--- src/rtl/dht11_responder_if.sv ---
// Bus bundle between a DHT11 host (or bench) and the sensor-side responder.
// The host side owns the bytes, the enable and the sampled bus level; the responder owns the pull-down.
interface dht11_responder_if;
    logic       en;
    logic [7:0] hum_int;
    logic [7:0] hum_dec;
    logic [7:0] tmp_int;
    logic [7:0] tmp_dec;
    logic       dq_in;
    logic       dq_oe;
    logic       busy;
    logic       done;
    logic       short_start;

    modport master (
        output en, hum_int, hum_dec, tmp_int, tmp_dec, dq_in,
        input  dq_oe, busy, done, short_start
    );

    modport slave (
        input  en, hum_int, hum_dec, tmp_int, tmp_dec, dq_in,
        output dq_oe, busy, done, short_start
    );
endinterface

--- src/rtl/dht11_responder.sv ---
// DHT11 sensor emulator: qualifies the host start pulse, answers with the presence
// sequence and shifts out 40 data bits (4 bytes plus checksum) on an open-drain line.
module dht11_responder #(
    parameter int CLK_PER_US   = 100,
    parameter int START_MIN_US = 18000,
    parameter int RESP_DLY_US  = 30,
    parameter int RESP_US      = 80,
    parameter int BIT_LOW_US   = 50,
    parameter int BIT0_HI_US   = 27,
    parameter int BIT1_HI_US   = 70
) (
    input  logic              clk,
    input  logic              rst,
    dht11_responder_if.slave  bus
);

    localparam logic [20:0] START_CYC = 21'(START_MIN_US * CLK_PER_US);
    localparam logic [20:0] DLY_LAST  = 21'(RESP_DLY_US * CLK_PER_US - 1);
    localparam logic [20:0] RESP_LAST = 21'(RESP_US * CLK_PER_US - 1);
    localparam logic [20:0] BLOW_LAST = 21'(BIT_LOW_US * CLK_PER_US - 1);
    localparam logic [20:0] B0_LAST   = 21'(BIT0_HI_US * CLK_PER_US - 1);
    localparam logic [20:0] B1_LAST   = 21'(BIT1_HI_US * CLK_PER_US - 1);
    localparam logic [20:0] CNT_MAX   = 21'h1F_FFFF;

    typedef enum logic [2:0] {
        IDLE      = 3'd0,
        START_LOW = 3'd1,
        RESP_DLY  = 3'd2,
        RESP_LOW  = 3'd3,
        RESP_HIGH = 3'd4,
        BIT_LOW   = 3'd5,
        BIT_HIGH  = 3'd6,
        END_LOW   = 3'd7
    } state_t;

    // 8-bit sum of the four payload bytes; carries out of bit 7 are dropped.
    function automatic logic [7:0] dht_chk(input logic [7:0] a, input logic [7:0] b,
                                           input logic [7:0] c, input logic [7:0] d);
        logic [7:0] sum;
        sum = a + b;
        sum = sum + c;
        sum = sum + d;
        return sum;
    endfunction

    state_t      state_r;
    state_t      state_s;
    logic [1:0]  sync_r;
    logic        dq_d_r;
    logic        dq_s;
    logic        fall_s;
    logic        rise_s;
    logic [20:0] cnt_r;
    logic [39:0] shreg_r;
    logic [5:0]  idx_r;
    logic        oe_r;
    logic        busy_r;
    logic        done_r;
    logic        short_r;
    logic        load_s;
    logic        shift_s;
    logic        short_s;
    logic        done_s;
    logic        oe_s;
    logic        busy_s;

    assign dq_s   = sync_r[1];
    assign fall_s = dq_d_r & ~dq_s;
    assign rise_s = ~dq_d_r & dq_s;

    // Two-flop synchroniser for the raw bus level plus the delayed copy used for edge detection.
    always_ff @(posedge clk) begin
        if (!rst) begin
            sync_r <= 2'b11;
            dq_d_r <= 1'b1;
        end else begin
            sync_r <= {sync_r[0], bus.dq_in};
            dq_d_r <= sync_r[1];
        end
    end

    // Next-state and output decode; outputs are decoded from the next state so they register in step with it.
    always_comb begin
        state_s = state_r;
        load_s  = 1'b0;
        shift_s = 1'b0;
        short_s = 1'b0;
        done_s  = 1'b0;
        case (state_r)
            IDLE: begin
                if (bus.en && fall_s) begin
                    state_s = START_LOW;
                end else begin
                    state_s = IDLE;
                end
            end
            START_LOW: begin
                // A saturated counter still reads as >= START_CYC, so very long starts are accepted.
                if (rise_s) begin
                    if (cnt_r >= START_CYC) begin
                        state_s = RESP_DLY;
                        load_s  = 1'b1;
                    end else begin
                        state_s = IDLE;
                        short_s = 1'b1;
                    end
                end else begin
                    state_s = START_LOW;
                end
            end
            RESP_DLY: begin
                if (cnt_r == DLY_LAST) begin
                    state_s = RESP_LOW;
                end else begin
                    state_s = RESP_DLY;
                end
            end
            RESP_LOW: begin
                if (cnt_r == RESP_LAST) begin
                    state_s = RESP_HIGH;
                end else begin
                    state_s = RESP_LOW;
                end
            end
            RESP_HIGH: begin
                if (cnt_r == RESP_LAST) begin
                    state_s = BIT_LOW;
                end else begin
                    state_s = RESP_HIGH;
                end
            end
            BIT_LOW: begin
                if (cnt_r == BLOW_LAST) begin
                    state_s = BIT_HIGH;
                end else begin
                    state_s = BIT_LOW;
                end
            end
            BIT_HIGH: begin
                if (cnt_r == (shreg_r[39] ? B1_LAST : B0_LAST)) begin
                    shift_s = 1'b1;
                    if (idx_r == 6'd39) begin
                        state_s = END_LOW;
                    end else begin
                        state_s = BIT_LOW;
                    end
                end else begin
                    state_s = BIT_HIGH;
                end
            end
            END_LOW: begin
                if (cnt_r == BLOW_LAST) begin
                    state_s = IDLE;
                    done_s  = 1'b1;
                end else begin
                    state_s = END_LOW;
                end
            end
            default: begin
                state_s = IDLE;
            end
        endcase
        oe_s   = (state_s == RESP_LOW) || (state_s == BIT_LOW) || (state_s == END_LOW);
        busy_s = (state_s != IDLE);
    end

    // State, phase counter and registered outputs.
    always_ff @(posedge clk) begin
        if (!rst) begin
            state_r <= IDLE;
            cnt_r   <= 21'd0;
            oe_r    <= 1'b0;
            busy_r  <= 1'b0;
            done_r  <= 1'b0;
            short_r <= 1'b0;
        end else begin
            state_r <= state_s;
            if (state_s != state_r) begin
                cnt_r <= 21'd0;
            end else if (cnt_r != CNT_MAX) begin
                cnt_r <= cnt_r + 21'd1;
            end else begin
                cnt_r <= cnt_r;
            end
            oe_r    <= oe_s;
            busy_r  <= busy_s;
            done_r  <= done_s;
            short_r <= short_s;
        end
    end

    // Frame shift register: snapshotted when the start is accepted so later input changes are ignored.
    always_ff @(posedge clk) begin
        if (!rst) begin
            shreg_r <= 40'd0;
            idx_r   <= 6'd0;
        end else if (load_s) begin
            shreg_r <= {bus.hum_int, bus.hum_dec, bus.tmp_int, bus.tmp_dec,
                        dht_chk(bus.hum_int, bus.hum_dec, bus.tmp_int, bus.tmp_dec)};
            idx_r   <= 6'd0;
        end else if (shift_s) begin
            shreg_r <= {shreg_r[38:0], 1'b0};
            idx_r   <= idx_r + 6'd1;
        end else begin
            shreg_r <= shreg_r;
            idx_r   <= idx_r;
        end
    end

    assign bus.dq_oe       = oe_r;
    assign bus.busy        = busy_r;
    assign bus.done        = done_r;
    assign bus.short_start = short_r;

endmodule

--- src/flat_wrapper.sv ---
// flat-port wrapper written by rule: the top's interface ports become plain ports
module dht11_responder_flat 
#(
    parameter int CLK_PER_US   = 100,
    parameter int START_MIN_US = 18000,
    parameter int RESP_DLY_US  = 30,
    parameter int RESP_US      = 80,
    parameter int BIT_LOW_US   = 50,
    parameter int BIT0_HI_US   = 27,
    parameter int BIT1_HI_US   = 70
)
  (clk, rst, bus_en, bus_hum_int, bus_hum_dec, bus_tmp_int, bus_tmp_dec, bus_dq_in, bus_dq_oe, bus_busy, bus_done, bus_short_start);
  dht11_responder_if bus_i ();
  input  logic clk;
  input  logic rst;
  input wire logic [$bits(bus_i.en)-1:0] bus_en;
  input wire logic [$bits(bus_i.hum_int)-1:0] bus_hum_int;
  input wire logic [$bits(bus_i.hum_dec)-1:0] bus_hum_dec;
  input wire logic [$bits(bus_i.tmp_int)-1:0] bus_tmp_int;
  input wire logic [$bits(bus_i.tmp_dec)-1:0] bus_tmp_dec;
  input wire logic [$bits(bus_i.dq_in)-1:0] bus_dq_in;
  output wire logic [$bits(bus_i.dq_oe)-1:0] bus_dq_oe;
  output wire logic [$bits(bus_i.busy)-1:0] bus_busy;
  output wire logic [$bits(bus_i.done)-1:0] bus_done;
  output wire logic [$bits(bus_i.short_start)-1:0] bus_short_start;
  assign bus_i.en = bus_en;
  assign bus_i.hum_int = bus_hum_int;
  assign bus_i.hum_dec = bus_hum_dec;
  assign bus_i.tmp_int = bus_tmp_int;
  assign bus_i.tmp_dec = bus_tmp_dec;
  assign bus_i.dq_in = bus_dq_in;
  assign bus_dq_oe = bus_i.dq_oe;
  assign bus_busy = bus_i.busy;
  assign bus_done = bus_i.done;
  assign bus_short_start = bus_i.short_start;
  dht11_responder #(.CLK_PER_US(CLK_PER_US), .START_MIN_US(START_MIN_US), .RESP_DLY_US(RESP_DLY_US), .RESP_US(RESP_US), .BIT_LOW_US(BIT_LOW_US), .BIT0_HI_US(BIT0_HI_US), .BIT1_HI_US(BIT1_HI_US)) u_core (.clk(clk), .rst(rst), .bus(bus_i));
endmodule
--- config.mk ---
export PLATFORM = sky130hd
export DESIGN_NAME = dht11_responder_flat
export DESIGN_NICKNAME = d
export VERILOG_FILES = /design/src/rtl/dht11_responder_if.sv /design/src/rtl/dht11_responder.sv /design/src/flat_wrapper.sv
export SDC_FILE = /design/constraint.sdc
export NUM_CORES = 1
export LEC_CHECK = 0
export BUFFER_PORTS_ARGS = -buffer_cell sky130_fd_sc_hd__buf_2
export CORE_UTILIZATION = 31
export DETAILED_ROUTE_END_ITERATION = 16
export SETUP_SLACK_MARGIN = 0.15
export SLEW_MARGIN = 0
export SYNTH_ARGS = -nofsm -noshare
export SYNTH_HDL_FRONTEND = slang
export SYNTH_SLANG_ARGS = --single-unit
--- constraint.sdc ---
create_clock -name clk -period 4.6 [get_ports clk]
set_input_delay 0 -clock clk [delete_from_list [all_inputs] [get_ports clk]]
set_output_delay 0 -clock clk [all_outputs]
set_load 0.02 [all_outputs]
---- Yosys cells after proc, flatten, opt, wreduce, memory -nomap -nowiden ----
Cells that the tools add are included.
operators by class
  add/sub/neg operators ................... 5
  magnitude comparators ................... 1
  equal/unequal tests ..................... 17
  multiplexer cells ....................... 21
  bitwise gates (word level) .............. 5
  reductions and logical operators ........ 10
operators by type and width
  operator                                                                 number
  40-bit 2-to-1 mux                                                        2
  21-bit by 13-bit equality test with 1-bit output, second input constant  2
  8-bit adder                                                              3
  3-bit one-hot mux with 8 select lines                                    1
  21-bit by 1-bit adder with 21-bit output, second input constant          1
  21-bit by 12-bit equality test with 1-bit output, second input constant  1
  21-bit equality test                                                     1
  21-bit greater-or-equal comparator, second input constant                1
  21-bit inequality test, second input constant                            1
  3-bit equality test, second input constant                               6
  13-bit 2-to-1 mux                                                        1
  1-bit 2-to-1 mux                                                         10
  2-bit 2-to-1 mux                                                         5
  3-bit by 2-bit equality test with 1-bit output, second input constant    3
  6-bit by 1-bit adder with 6-bit output, second input constant            1
  6-bit equality test, second input constant                               1
  3-bit 2-to-1 mux                                                         2
  2-bit OR reduction                                                       2
  3-bit by 1-bit equality test with 1-bit output, second input constant    1
  3-bit zero test                                                          1
  3-bit inequality test                                                    1
  1-bit NOT                                                                3
  3-bit AND reduction                                                      1
  3-bit nonzero test                                                       1
  5 further kinds                                                          7
word-level totals
  register bits after elaboration ......... 77
  bits of input ports ..................... 36
  output and inout bits ................... 4

---- Logic depth before layout (Yosys ltp) ----
  depth in word-level cells ............... 8
  gate-level depth with buffers ........... 13
  mapped depth without buffers ............ 13

---- Worst setup path after synthesis ----
Ideal clock, no wire load.
  path type ............................... input port to flip-flop
  from .................................... input bus_tmp_dec[1]
  to ...................................... register u_core.shreg_r[7]
  arrival ................................. 2.321 ns
  setup slack ............................. 2.162 ns
  cell stages on the path ................. 13
  buffers on the path ..................... 0
  path through ............................ inv_1 -> fa_1 -> fa_1 -> inv_1 -> ha_1 -> inv_1 -> fa_1 -> nor2b_1 -> o21ai_0 -> nand2b_1 -> a31oi_1 -> xnor2_1 -> o211a_1
between the ends
  word-level cells in the longest chain between the ends .. 2
ends and longest elaborated chain
  element               line                    text
  start, declared       flat_wrapper.sv:20      input wire logic [$bits(bus_i.tmp_dec)-1:0] bus_tmp_dec;
  8-bit adder           dht11_responder.sv:42   sum = sum + d;
  40-bit 2-to-1 mux     dht11_responder.sv:197  end else if (load_s) begin
  end signal, assigned  dht11_responder.sv:198  shreg_r <= {bus.hum_int, bus.hum_dec, bus.tmp_int, bus.tmp_dec,
  end signal, assigned  dht11_responder.sv:202  shreg_r <= {shreg_r[38:0], 1'b0};
  end signal, assigned  dht11_responder.sv:205  shreg_r <= shreg_r;
  end, declared         dht11_responder.sv:54   logic [39:0] shreg_r;
Every way passes these cells.
A chain may end at the register's enable or synchronous reset.

---- Final worst setup path ----
  from .................................... register u_core.cnt_r[12]
  to ...................................... register u_core.shreg_r[14]
between the ends
  word-level cells in the longest chain between the ends .. 5
  elaborated cells between the ends (all ways) .. 9
  those cells by class .................... order compare: 1; eq/ne: 1; mux: 6; reduce/logical: 1
ends and longest elaborated chain
  element                                                  line                    text
  start, declared                                          dht11_responder.sv:53   logic [20:0] cnt_r;
  start signal, assigned                                   dht11_responder.sv:181  cnt_r <= cnt_r + 21'd1;
  start signal, assigned                                   dht11_responder.sv:183  cnt_r <= cnt_r;
  21-bit greater-or-equal comparator                       dht11_responder.sv:100  if (cnt_r >= START_CYC) begin
  1-bit 2-to-1 mux                                         dht11_responder.sv:100
  1-bit 2-to-1 mux                                         dht11_responder.sv:99   if (rise_s) begin
  1-bit 2-to-1 mux                                         dht11_responder.sv:89   case (state_r)
  40-bit 2-to-1 mux or 2-bit nonzero test (tied branches)  --
Parallel ways exist; a longest one is shown, timed or not.

==> flow_summary.toml <==
[worst_setup_path]
worstPathRequired_ns = 4.83
cp_max_fo = 15
startpoint_type = "flop"
path_class = "reg2reg"
cp_data_arrival_time_ns = 3.28
critical_path.endpoint_type = "flop"

[timing]
setup_viol = 0
post-route-min-period_ns = 3.04
max_freq_mhz = 329
slew_headroom_pct = 31.0
final.setup_skew_ns = 0.00877
fin_crit_sh_pct = 66.1
worst_pin_slew_ns = 1.03
hold_viol_final = 0
rsz0062_at_grt = "false"
drv_slew = 0
setup_tns_ns = 0

[placed_design]
portBuffers = 39
place_inst = 680
gp_congestion = 0.842
hpwl_mm = 7.23

[power]
power.internal_uw = 1140
power_per_cell_area_nw_per_um2 = 302
power_frac_comb_pct = 13.6
peakVddDrop_mv = 0.194
power_uw = 1560
power_switching_uw = 416
p_leak_uw = 0.00219
seqPwrFrac_pct = 43.3
power_frac_clock_pct = 43.1
p_sw_share_pct = 26.7

[logic_synthesis]
syn_inst = 488
ys_top_cells_by_area = "dfxtp_1, fa_1, mux2i_1"
synth_top_flop_cell = "dfxtp_1"
syn_nets = 548
synth_edf_count = 0
synth.most_common_cell = "dfxtp_1"
yosysWarnings = 0
async_flop_share_pct = 0
yosys.area.top_type = "dfxtp_1"
synth_top_area_share_pct = 35.5
synth.top_cells.by_count = "dfxtp_1, nand2_1, nor2_1"
avgSynthCellArea_sq_um = 8.90
syn_area_sq_um = 4340
ys_seq_area_share_pct = 35.5
ys_types = 50
ys_seq_elements = 77

[global_route]
antenna_found_initial = 0
grt_pass1_wl_mm = 17.2
first_global_vias = 3372
overflow = 0
grtUsageTotal_pct = 15.0
grt_start_max_net_pins = 52

[status]
status = "completed"

[cts]
cts_inserted_buffers = 9
root_buffer = "clkbuf_16"
cts_max_level = 3
clk_latency_ns = 0.34
post-cts-setup-buffers = 0
clk_pin_slew_ns = 0.07
cts_tree = "done"
holdBufCountCts = 19
clockBufferDepth = 2
clock_sinks = 77
postCtsResizedCells = 0

[floorplan]
io_pins = 40
die_height_um = 120
dieArea_sq_um = 14500
initial_utilization_pct = 32.3
die_w_um = 120
num_rows = 42
core_sq_um = 13500

[final_layout]
drive_above_1_share_pct = 12.8
syn2layout_area_growth_pct = 19.1
finalNonFillerCells = 716
fill_cells = 1381
final_nets = 594

[hold_path]
hp-class = "in2reg"

[drt]
via_count = 3649
avgRoutedWirePerCell_um = 14.4
postRouteAntennaNets = 0
drtPass1Iterations = 7
drc = 0
drt_iter0_markers = 245
avgViaCountPerCell = 5.10
finalWirelength_mm = 10.3

[flow_run]
drv_cap = 0
critical path, cell delays in order (launching register included):
cell      delay [ns]
dfxtp_1         0.53
nand2b_1        0.15
or3_1           0.48
a211oi_4        0.91
buf_4           0.40
mux2i_1         0.24
nand2_1         0.08
o211a_1         0.14
sequential cells by signal, indices dropped and copies added, names as in the netlist:
name                    count
u_core.idx_r                6
u_core.dq_d_r               1
u_core.bus.short_start      1
u_core.bus.dq_oe            1
u_core.state_r              3
u_core.sync_r               2
u_core.bus.done             1
u_core.cnt_r               21
u_core.shreg_r             40
u_core.bus.busy             1
worst paths after layout:
check / slack (ns) / cells past startpoint / from / endpoint
max: 1.56 / 7 / u_core.cnt_r[12]$_SDFFE_PP0P_ / u_core.shreg_r[14]$_SDFFE_PN0P_
min: 0.02 / 3 / bus_tmp_int[1] / u_core.shreg_r[17]$_SDFFE_PN0P_
max reg2reg: 1.56 / 7 / u_core.cnt_r[12]$_SDFFE_PP0P_ / u_core.shreg_r[14]$_SDFFE_PN0P_
min reg2reg: 0.41 / 1 / u_core.sync_r[0]$_SDFF_PN1_ / u_core.sync_r[1]$_SDFF_PN1_
cells by family after synthesis:
kind of cell / Yosys count / share of synthesized area [%]
simple gates: 186 / 21.6
compound gates: 89 / 16.3
flops: 77 / 35.5
buf+inv: 55 / 5.01
xor+xnor: 32 / 6.46
mux: 25 / 5.79
fa+ha+maj: 24 / 9.34
final cells by class:
class | count | area [sq um] | share of cell area [%]
inverter | 27 | 101 | 1.96
clock inverter | 7 | 57.6 | 1.11
multi-input combinational | 356 | 2600 | 50.3
antenna | 1 | 2.50 | 0.0484
sequential | 77 | 1540 | 29.8
clock buffer | 9 | 225 | 4.36
tap | 176 | 220 | 4.26
timing repair buffer | 63 | 423 | 8.18
per-layer routing:
metal	track usage (%)	wire, um	vias up
met3	3.16	473	7
met1	20.1	4810	1748
met4	4.32	106	0
met2	24.3	4920	96
met5	0	0	-
li1	-	-	1798
placed cells by master, fill, tap and decap left out, types with 9 or more instances in the layout:
cell type / n
a21boi_0: 16
a22oi_1: 16
buf_2: 39
clkbuf_16: 9
dfxtp_1: 77
dlygate4sd3_1: 19
fa_1: 14
ha_1: 10
inv_1: 27
mux2i_1: 24
nand2_1: 61
nand3_1: 21
nor2_1: 32
nor2b_1: 9
o211a_1: 20
xnor2_1: 10
xor2_1: 22
per-stage QoR:
step	worst slack, ns	hold slack (ns)	cell area (sq um)	utilization, %
2_1_floorplan	2.16	0.101	4340	-
3_3_place_gp	1.64	0.198	4700	34.9
3_5_place_dp	1.57	0.195	4700	34.9
4_1_cts	1.57	0.0132	5170	38.4
5_1_grt	1.33	0.0279	5170	38.4
6_report	1.56	0.0228	5170	38.4
power by group through the flow:
stage               Clock [uW]  Combinational [uW]  Sequential [uW]
floorplan                    0                 143              690
global placement             0                 195              691
detailed placement           0                 199              691
CTS                        690                 213              676
global route               715                 244              676
finish                     672                 212              676
Note: power is estimated with default switching activity, not from simulation.
